===== src/rtl/regex_match_lane_pool.sv =====
// Multi-thread match stage: issues instruction fetches for (pc, cc_id) tokens, executes
// MATCH / NOT_MATCH / ACCEPT on in-order responses and buffers survivors as (pc+1, cc_id+1).
module regex_match_lane_pool #(
    parameter int PC_WIDTH          = 9,
    parameter int CC_ID_BITS        = 2,
    parameter int CHARACTER_WIDTH   = 8,
    parameter int MEMORY_WIDTH      = 16,
    parameter int MEMORY_ADDR_WIDTH = 11,
    parameter int OUTSTANDING_LOG2  = 2
) (
    input  logic                                        clk,
    input  logic                                        rst,
    input  logic [(2**CC_ID_BITS)*CHARACTER_WIDTH-1:0]  current_characters,
    input  logic [2**CC_ID_BITS-1:0]                    end_of_string,
    input  logic                                        input_pc_valid,
    output logic                                        input_pc_ready,
    input  logic [PC_WIDTH-1:0]                         input_pc,
    input  logic [CC_ID_BITS-1:0]                       input_cc_id,
    output logic                                        mem_req_valid,
    input  logic                                        mem_req_ready,
    output logic [MEMORY_ADDR_WIDTH-1:0]                mem_req_addr,
    input  logic                                        mem_rsp_valid,
    input  logic [MEMORY_WIDTH-1:0]                     mem_rsp_data,
    output logic                                        output_pc_valid,
    input  logic                                        output_pc_ready,
    output logic [PC_WIDTH-1:0]                         output_pc,
    output logic [CC_ID_BITS-1:0]                       output_cc_id,
    output logic                                        accepts,
    output logic [2**CC_ID_BITS-1:0]                    elaborating_chars,
    output logic                                        running
);

    localparam int DEPTH   = 2**OUTSTANDING_LOG2;
    localparam int WINDOWS = 2**CC_ID_BITS;
    localparam int CNT_W   = OUTSTANDING_LOG2 + 1;
    localparam int OP_W    = 3;

    // Instruction word: opcode in the top OP_W bits, character operand in the low bits.
    typedef enum logic [OP_W-1:0] {
        OP_ACCEPT    = 3'd0,
        OP_SPLIT     = 3'd1,
        OP_MATCH     = 3'd2,
        OP_JMP       = 3'd3,
        OP_NOT_MATCH = 3'd4
    } opcode_e;

    logic [PC_WIDTH-1:0]         tag_pc [DEPTH];
    logic [CC_ID_BITS-1:0]       tag_cc [DEPTH];
    logic [OUTSTANDING_LOG2-1:0] tag_wr, tag_rd;
    logic [CNT_W-1:0]            inflight;

    logic [PC_WIDTH-1:0]         out_pc [DEPTH];
    logic [CC_ID_BITS-1:0]       out_cc [DEPTH];
    logic [OUTSTANDING_LOG2-1:0] out_wr, out_rd;
    logic [CNT_W-1:0]            out_count;

    logic [CNT_W-1:0]            cnt      [WINDOWS];
    logic [CNT_W-1:0]            cnt_next [WINDOWS];

    logic [CNT_W:0]              occupancy;
    logic                        credit, issue_fire, rsp_fire, push, pop, survive, accept_hit;
    logic [PC_WIDTH-1:0]         head_pc, next_pc;
    logic [CC_ID_BITS-1:0]       head_cc, next_cc;
    logic [CHARACTER_WIDTH-1:0]  head_char, operand;
    logic                        head_eos;
    opcode_e                     opcode;
    logic                        rsp_unused;

    // Credit covers both buffers so a response can always be absorbed without back-pressure.
    assign occupancy      = {1'b0, inflight} + {1'b0, out_count};
    assign credit         = occupancy < (CNT_W+1)'(DEPTH);
    assign mem_req_valid  = input_pc_valid & credit;
    assign input_pc_ready = mem_req_ready & credit;
    assign mem_req_addr   = MEMORY_ADDR_WIDTH'(input_pc);
    assign issue_fire     = input_pc_valid & mem_req_ready & credit;

    // A response with nothing outstanding is a protocol violation and is ignored.
    assign rsp_fire   = mem_rsp_valid & (inflight != '0);
    assign head_pc    = tag_pc[tag_rd];
    assign head_cc    = tag_cc[tag_rd];
    assign next_pc    = head_pc + 1'b1;
    assign next_cc    = head_cc + 1'b1;
    assign head_char  = current_characters[int'(head_cc)*CHARACTER_WIDTH +: CHARACTER_WIDTH];
    assign head_eos   = end_of_string[head_cc];
    assign opcode     = opcode_e'(mem_rsp_data[MEMORY_WIDTH-1 -: OP_W]);
    assign operand    = mem_rsp_data[CHARACTER_WIDTH-1:0];
    assign rsp_unused = ^mem_rsp_data[MEMORY_WIDTH-OP_W-1:CHARACTER_WIDTH];

    // NOTE: every output of a combinational block gets a default first, so no path infers a latch.
    always_comb begin
        survive = 1'b0;
        case (opcode)
            OP_MATCH:     survive = !head_eos && (head_char == operand);
            OP_NOT_MATCH: survive = !head_eos && (head_char != operand);
            default:      survive = 1'b0;
        endcase
    end

    assign push       = rsp_fire & survive;
    assign accept_hit = rsp_fire & (opcode == OP_ACCEPT) & head_eos;
    assign pop        = output_pc_valid & output_pc_ready;

    assign output_pc_valid = out_count != '0;
    assign output_pc       = out_pc[out_rd];
    assign output_cc_id    = out_cc[out_rd];
    assign running         = (inflight != '0) || (out_count != '0);

    always_comb begin
        for (int k = 0; k < WINDOWS; k++) begin
            cnt_next[k] = cnt[k];
            if (issue_fire && input_cc_id == CC_ID_BITS'(k)) cnt_next[k] = cnt_next[k] + 1'b1;
            if (rsp_fire   && head_cc     == CC_ID_BITS'(k)) cnt_next[k] = cnt_next[k] - 1'b1;
            if (push       && next_cc     == CC_ID_BITS'(k)) cnt_next[k] = cnt_next[k] + 1'b1;
            if (pop        && output_cc_id == CC_ID_BITS'(k)) cnt_next[k] = cnt_next[k] - 1'b1;
            elaborating_chars[k] = cnt[k] != '0;
        end
    end

    // NOTE: FIFO storage is deliberately not reset; pointers and counts alone define validity.
    always_ff @(posedge clk) begin
        if (issue_fire) begin
            tag_pc[tag_wr] <= input_pc;
            tag_cc[tag_wr] <= input_cc_id;
        end
        if (push) begin
            out_pc[out_wr] <= next_pc;
            out_cc[out_wr] <= next_cc;
        end
    end

    // NOTE: sequential state uses non-blocking assignments so all registers see pre-edge values.
    always_ff @(posedge clk or negedge rst) begin
        if (!rst) begin
            tag_wr    <= '0;
            tag_rd    <= '0;
            inflight  <= '0;
            out_wr    <= '0;
            out_rd    <= '0;
            out_count <= '0;
            accepts   <= 1'b0;
            for (int k = 0; k < WINDOWS; k++) cnt[k] <= '0;
        end else begin
            if (issue_fire) tag_wr <= tag_wr + 1'b1;
            if (rsp_fire)   tag_rd <= tag_rd + 1'b1;
            if (push)       out_wr <= out_wr + 1'b1;
            if (pop)        out_rd <= out_rd + 1'b1;
            inflight  <= inflight  + CNT_W'(issue_fire) - CNT_W'(rsp_fire);
            out_count <= out_count + CNT_W'(push)       - CNT_W'(pop);
            accepts   <= accept_hit;
            for (int k = 0; k < WINDOWS; k++) cnt[k] <= cnt_next[k];
        end
    end

endmodule


===== config.mk =====
export PLATFORM = sky130hd
export DESIGN_NAME = regex_match_lane_pool
export DESIGN_NICKNAME = d
export VERILOG_FILES = /design/src/rtl/regex_match_lane_pool.sv
export SDC_FILE = /design/constraint.sdc
export NUM_CORES = 1
export LEC_CHECK = 0
export CORE_MARGIN = 2
export CORE_UTILIZATION = 49
export DETAILED_ROUTE_END_ITERATION = 8
export HOLD_SLACK_MARGIN = 0.02
export PLACE_DENSITY = 0.77
export SYNTH_ARGS = -nofsm -noshare
export SYNTH_HDL_FRONTEND = slang
export SYNTH_SLANG_ARGS = --single-unit
export TNS_END_PERCENT = 5

===== constraint.sdc =====
create_clock -name clk -period 3.8 [get_ports clk]
set_input_delay 0.38 -clock clk [delete_from_list [all_inputs] [get_ports clk]]
set_output_delay 0.38 -clock clk [all_outputs]
set_load 0.01 [all_outputs]

-- Yosys cells after proc, flatten, opt, wreduce, memory -nomap -nowiden
Memories as Yosys holds them, arrays and structs flattened.
Index checks and enable logic that the tools add are counted.
- register bits: 27
- latch bits: 0
- memory bits (writable): 88
- ROM bits: 0
- output and inout bits: 31
- memories: 4
- add/subtract/negate cells: 27
- $mul: 0
- div/mod/pow operators: 0
- magnitude comparators: 2
- equal/unequal tests: 16
- shift operators: 1
- multiplexer cells: 23
- bitwise gates (word level): 9
- reductions and logical operators: 31
- memory list (name ; depth ; bits a word ; rd ports ; clocked after Yosys merged registers in ; wr ports ; RTL line ; RTL):
    out_pc ; 4 ; 9 ; 1 ; 0 ; 1 ; 52 ; logic [PC_WIDTH-1:0] out_pc [DEPTH];
    tag_pc ; 4 ; 9 ; 1 ; 0 ; 1 ; 47 ; logic [PC_WIDTH-1:0] tag_pc [DEPTH];
    out_cc ; 4 ; 2 ; 1 ; 0 ; 1 ; 53 ; logic [CC_ID_BITS-1:0] out_cc [DEPTH];
    tag_cc ; 4 ; 2 ; 1 ; 0 ; 1 ; 48 ; logic [CC_ID_BITS-1:0] tag_cc [DEPTH];
- operators by type and width (kind ; number):
    $mux W3 ; 16
    $shiftx A32 B6 Y8 ; 1
    $add A3 B1 Y3 const B ; 8
    $sub A3 B1 Y3 const B ; 8
    $logic_and A1 B1 Y1 ; 18
    $reduce_bool A3 Y1 ; 6
    $eq A2 B2 Y1 const B ; 8
    $add A2 B1 Y2 const B ; 5
    $add A9 B1 Y9 const B ; 1
    $and A1 B1 Y1 ; 9
    $eq A2 B1 Y1 const B ; 4
    $eq A8 B8 Y1 ; 1
    $logic_not A2 Y1 ; 4
    $ne A8 B8 Y1 ; 1
    $add A3 B1 Y3 ; 2
    $sub A3 B1 Y3 ; 2
    $mux W1 ; 5
    $add A3 B3 Y4 ; 1
    $lt A4 B3 Y1 const B ; 1
    $eq A3 B2 Y1 const B ; 1
    $eq A3 B3 Y1 const B ; 1
    $logic_not A3 Y1 ; 1
    $lt A2 B3 Y1 const B ; 1
    $bmux W1 S2 ; 1
    3 further kinds ; 3

-- Longest topological paths before layout
Gate-level depths: netlist of run 1.
- depth after elaboration: 11
- depth in mapped cells: 17

-- Least setup slack after synthesis of run 1
No wires, ideal clock.
- kind: reg2reg
- from: reg tag_rd[0]
- to: reg out_count[2]
- data arrival time: 3.502 ns
- data required time: 3.677 ns
- path slack: 0.175 ns
- stages on the path, launching flop included: 16
- buffers on the path: 3
- clock period less this slack: 3.625 ns
- cells stage by stage: dfrtp_1 mux4_2 buf_6 buf_6 mux2i_1 mux2i_1 xor2_1 nor4_2 and3_1 buf_4 o21ai_2 ha_1 inv_1 ha_1 fa_1 xnor2_1
- longest elaborated chain between the ends: 9
- elaborated cells on any way between the ends: 13
- classes of those cells: 2 x add/sub; 2 x eq/ne; 1 x shift; 3 x mux; 1 x bitwise; 3 x reduce/logical; 1 x memory
- RTL lines (element ; RTL line ; RTL):
    start: declaration ; 49 ; logic [OUTSTANDING_LOG2-1:0] tag_wr, tag_rd;
    start signal: assignment ; 144 ; if (rsp_fire) tag_rd <= tag_rd + 1'b1;
    $mem_v2 Z4 W2 * ; - ;
    branches (longest 4 deep; another with $shiftx A32 B6 Y8) ; - ;
    $pmux W1 S2 * ; 92 ; case (opcode)
    $and A1 B1 Y1 * ; 99 ; assign push = rsp_fire & survive;
    $add A3 B1 Y3 * ; 148 ; out_count <= out_count + CNT_W'(push) - CNT_W'(pop);
    $sub A3 B1 Y3 * ; 148 ;
    end signal: assignment ; 148 ;
    end: declaration ; 55 ; logic [CNT_W-1:0] out_count;
Mark *: on every way between the ends. The select of a mux whose other input is x is not followed.
A chain may end at the register's enable or synchronous reset.

==> results of run 1 <==
registers in the layout, indices dropped and copies added, names as in the netlist:
register   cells
accepts        1
cnt           12
inflight       3
out_cc         8
out_count      3
out_pc        36
out_rd         2
out_wr         2
tag_cc         8
tag_pc        36
tag_rd         2
tag_wr         2
placed cells by master, fill, tap and decap left out, types with 4 or more instances in the layout:
cell,netlist,routed
clkdlybuf4s50_1,0,92
edfxtp_1,88,88
xnor2_1,42,39
ha_1,39,39
inv_1,30,30
mux2i_1,32,29
dfrtp_1,27,26
mux4_2,23,23
nand2_1,19,19
nand3_1,18,18
clkbuf_16,0,17
buf_4,12,16
and3_1,13,13
and2_1,12,12
xor2_1,11,11
o2111ai_1,11,11
nand2b_1,5,5
nor2_1,6,5
clkinvlp_4,0,5
inv_6,0,5
and2_4,4,4
a31oi_1,4,4
xnor3_1,4,4
logic make-up (layout without fill, tap and decap cells):
family	Yosys count	count (layout)
adders and majority gates	41	41
and+or+nand+nor	93	93
other	1	2
xor gates and xnor gates	57	57
DFF	115	115
muxes	56	56
buffers and inverters	55	172
AOI/OAI and AO/OA	20	20
where the power goes:
part | internal (mW) | switching (mW) | total (mW)
sequential | 1.68 | 0.198 | 1.88
clock | 0.900 | 0.599 | 1.50
combinational | 1.35 | 1.30 | 2.65
total | 3.93 | 2.09 | 6.03
metrics by stage:
step                      util [%]  TNS (ns)  instance area [µm²]  total power [mW]
final                         63.9         0                 7990              6.03
after global routing          63.9   -0.0591                 7990              6.43
after CTS                     63.2         0                 7910              5.99
after detailed placement      58.8         0                 7360              4.45
after global placement        58.8         0                 7360              4.33
after floorplan                  -         0                 6220              3.66
per-layer routing:
| metal | wire length (µm) | vias to the layer above |
|---|---|---|
| met4 | 129 | 0 |
| met3 | 581 | 15 |
| met1 | 5390 | 1919 |
| li1 | - | 1826 |
| met5 | 0 | - |
| met2 | 6390 | 85 |
final cells by class:
| type | instances | area [µm²] | area share (%) |
|---|---|---|---|
| flip-flops and latches | 115 | 3320 | 41.5 |
| multi-input cells | 269 | 2710 | 33.8 |
| repair buffers | 110 | 1080 | 13.5 |
| clock buffers | 17 | 425 | 5.32 |
| well taps | 172 | 215 | 2.69 |
| clock inverters | 14 | 129 | 1.61 |
| inverters | 31 | 119 | 1.49 |
critical path, delay by kind of cell (launching register included):
kind	cells	cell delay, ns
xor+xnor	5	0.75
mux	3	0.81
buf+inv	1	0.19
simple gates	3	0.88
flops	1	0.40
compound gates	1	0.29
fa+ha+maj	1	0.17
synth_stat cells (5+ instances only):
| library cell | instances | area share, % |
|---|---|---|
| and2_1 | 12 | 1.2 |
| and3_1 | 13 | 1.3 |
| buf_4 | 12 | 1.4 |
| clkbuf_1 | 5 | 0.30 |
| dfrtp_1 | 27 | 11 |
| edfxtp_1 | 88 | 43 |
| ha_1 | 39 | 7.9 |
| inv_1 | 30 | 1.8 |
| mux2i_1 | 32 | 5.2 |
| mux4_2 | 23 | 8.3 |
| nand2_1 | 19 | 1.1 |
| nand2b_1 | 5 | 0.50 |
| nand3_1 | 18 | 1.4 |
| nor2_1 | 6 | 0.36 |
| o2111ai_1 | 11 | 1.5 |
| xnor2_1 | 42 | 5.9 |
| xor2_1 | 11 | 1.5 |
worst max path at each step:
stage / from / to / cells after the start / slack, ns
3_5_place_dp: inflight[2]$_DFF_PN0_ / cnt[5]$_DFF_PN0_ / 17 / 0.02
4_1_cts: inflight[2]$_DFF_PN0_ / cnt[5]$_DFF_PN0_ / 17 / 0.003
2_1_floorplan: tag_rd[0]$_DFFE_PN0P_ / out_count[2]$_DFF_PN0_ / 15 / 0.18
6_report: tag_rd[0]$_DFFE_PN0P_ / cnt[11]$_DFF_PN0_ / 14 / 0.16
5_1_grt: inflight[2]$_DFF_PN0_ / cnt[5]$_DFF_PN0_ / 17 / -0.03
3_3_place_gp: inflight[2]$_DFF_PN0_ / cnt[11]$_DFF_PN0_ / 17 / 0.14
repair_timing:
action                                 4_1_cts  5_1_grt
buffers inserted                             0        1
setup endpoints to repair                    0        9
endpoints found under the hold margin        0        0
resized for setup                            0       17
==> impl_metrics.py, run 1 <==
metrics = {
    "grt": {
        "grt_use_total_pct": 19.3,
        "grt_max_degree": 28,
        "overflow": 0,
        "grt_pass1_vias": 4107,
        "grt_first_pass_wirelength_mm": 19.8,
        "met3_usage_pct": 4.72,
        "antenna_found_initial": 0,
        "grt_util_met2_pct": 34.1,
        "use_met1_pct": 23.8,
        "busiest_layer": "met2",
    },
    "detailed_routing": {
        "first_pass_iters": 4,
        "routed_wl_mm": 12.5,
        "drc": 0,
        "drtIter0Drc": 180,
        "wire_per_inst_um": 17.2,
        "ant_nets": 0,
        "routed-via-count": 3845,
        "vias_per_cell": 5.28,
    },
    "clocking": {
        "numClockSinks": 115,
        "clkLatencyLatePin_ns": 0.41,
        "cts-root-buf": "clkbuf_16",
        "clock_path_buffers": 2,
        "numCtsBuffers": 17,
        "htreeDepth": 4,
        "cts_hold_repair.buffers": 0,
        "cts_tree": "yes",
        "clkSlewWorstSetupHoldPaths_ns": 0.06,
    },
    "placed_design": {
        "placedCellCount": 696,
        "gp_congestion": 0.811,
        "pre_cts_slack_ns": 0.0201,
        "dp_hpwl_mm": 8.56,
        "io_buffers": 92,
    },
    "worst_setup_path": {
        "worst_path_max_delay_cell": "or4_4",
        "crit_chain": "mux4_2 -> buf_12 -> mux2i_1 -> mux2i_1 -> xor2_1 -> or4_4 -> o2111ai_1 -> and2_4 -> xnor2_1 -> ha_1 -> nand2_1 -> xnor2_2 -> xnor2_2 -> xnor2_1",
        "reg2regPathDepth": 14,
        "startpoint_type": "register",
        "timing.rr.start": "tag_rd[0]$_DFFE_PN0P_",
        "critical_path_arrival_ns": 3.92,
        "cp_max_fo": 20,
        "critPathKind": "register to register",
        "max_stage_delay_ns": 0.59,
        "end_kind": "register",
        "critPathRequiredTime_ns": 4.08,
        "r2r_slack_ns": 0.16,
        "r2r-end": "cnt[11]$_DFF_PN0_",
    },
    "yosys": {
        "synthMuxAreaShare_pct": 13.7,
        "yosysUniqueCellTypes": 43,
        "syn_inst": 438,
        "yosys_warnings": 0,
        "synth_xor_area_share_pct": 8.92,
        "syn_area_per_cell_um2": 14.2,
        "yosys_register_bits": 115,
        "synth_compound_area_share_pct": 2.74,
        "synth_top_family_by_area": "multiplexers",
        "synth_fa_ha_area_share_pct": 8.49,
        "synth_edf_count": 88,
        "synthSimpleGateAreaFrac_pct": 8.43,
        "async_flop_share_pct": 23.5,
        "seq_area_frac_synth_pct": 53.4,
        "syn-cell-area_um2": 6220,
        "synth_ff_type": "edfxtp_1",
    },
    "cells_and_area": {
        "areaGrowthSynthToFinish_pct": 28.6,
        "n_fill_cell": 942,
        "drive_above_1_share_pct": 16.9,
        "stdcell_count": 728,
        "fin_nets": 654,
        "antenna_cells": 0,
    },
    "timing": {
        "finClkSkew_ns": 0.0115,
        "fin_hold_ws_ns": 0.363,
        "period_minus_slack_ns": 3.64,
        "rsz0062_at_grt": "yes",
        "worstMarginPinSlew_ns": 0.634,
        "max_freq_ghz": 0.275,
        "period_share_pct": 95.8,
        "hold_viol": 0,
        "fin_ws_ns": 0.159,
        "drv_slew": 0,
        "setup_viol": 0,
        "slew_headroom_pct": 57.7,
    },
    "floorplan": {
        "die_x_um": 117,
        "die_h_um": 117,
        "core_um2": 12500,
        "rows": 41,
        "start_util_pct": 49.7,
        "dieArea_um2": 13600,
        "ios": 100,
    },
    "run": {
        "cap_violations": 0,
    },
    "pwr": {
        "leakage_nw": 3.12,
        "power_density_nw_per_um2": 754,
        "ir_drop_mv": 0.445,
    },
    "run_status": {
        "outcome": "completed",
    },
    "min_path": {
        "hold_path.class": "input pin to asynchronous set/reset pin",
    },
}
No activity file was read; power rests on OpenSTA's default activity.
==> run 2: changes to the inputs <==
--- a/config.mk
+++ b/config.mk
@@ -5,6 +5,7 @@
 export SDC_FILE = /design/constraint.sdc
 export NUM_CORES = 1
 export LEC_CHECK = 0
+export CAP_MARGIN = 20
 export CORE_MARGIN = 2
 export CORE_UTILIZATION = 49
 export DETAILED_ROUTE_END_ITERATION = 8
==> results of run 2 <==
No change in the layout: final DEF, timing and power equal those of run 1.
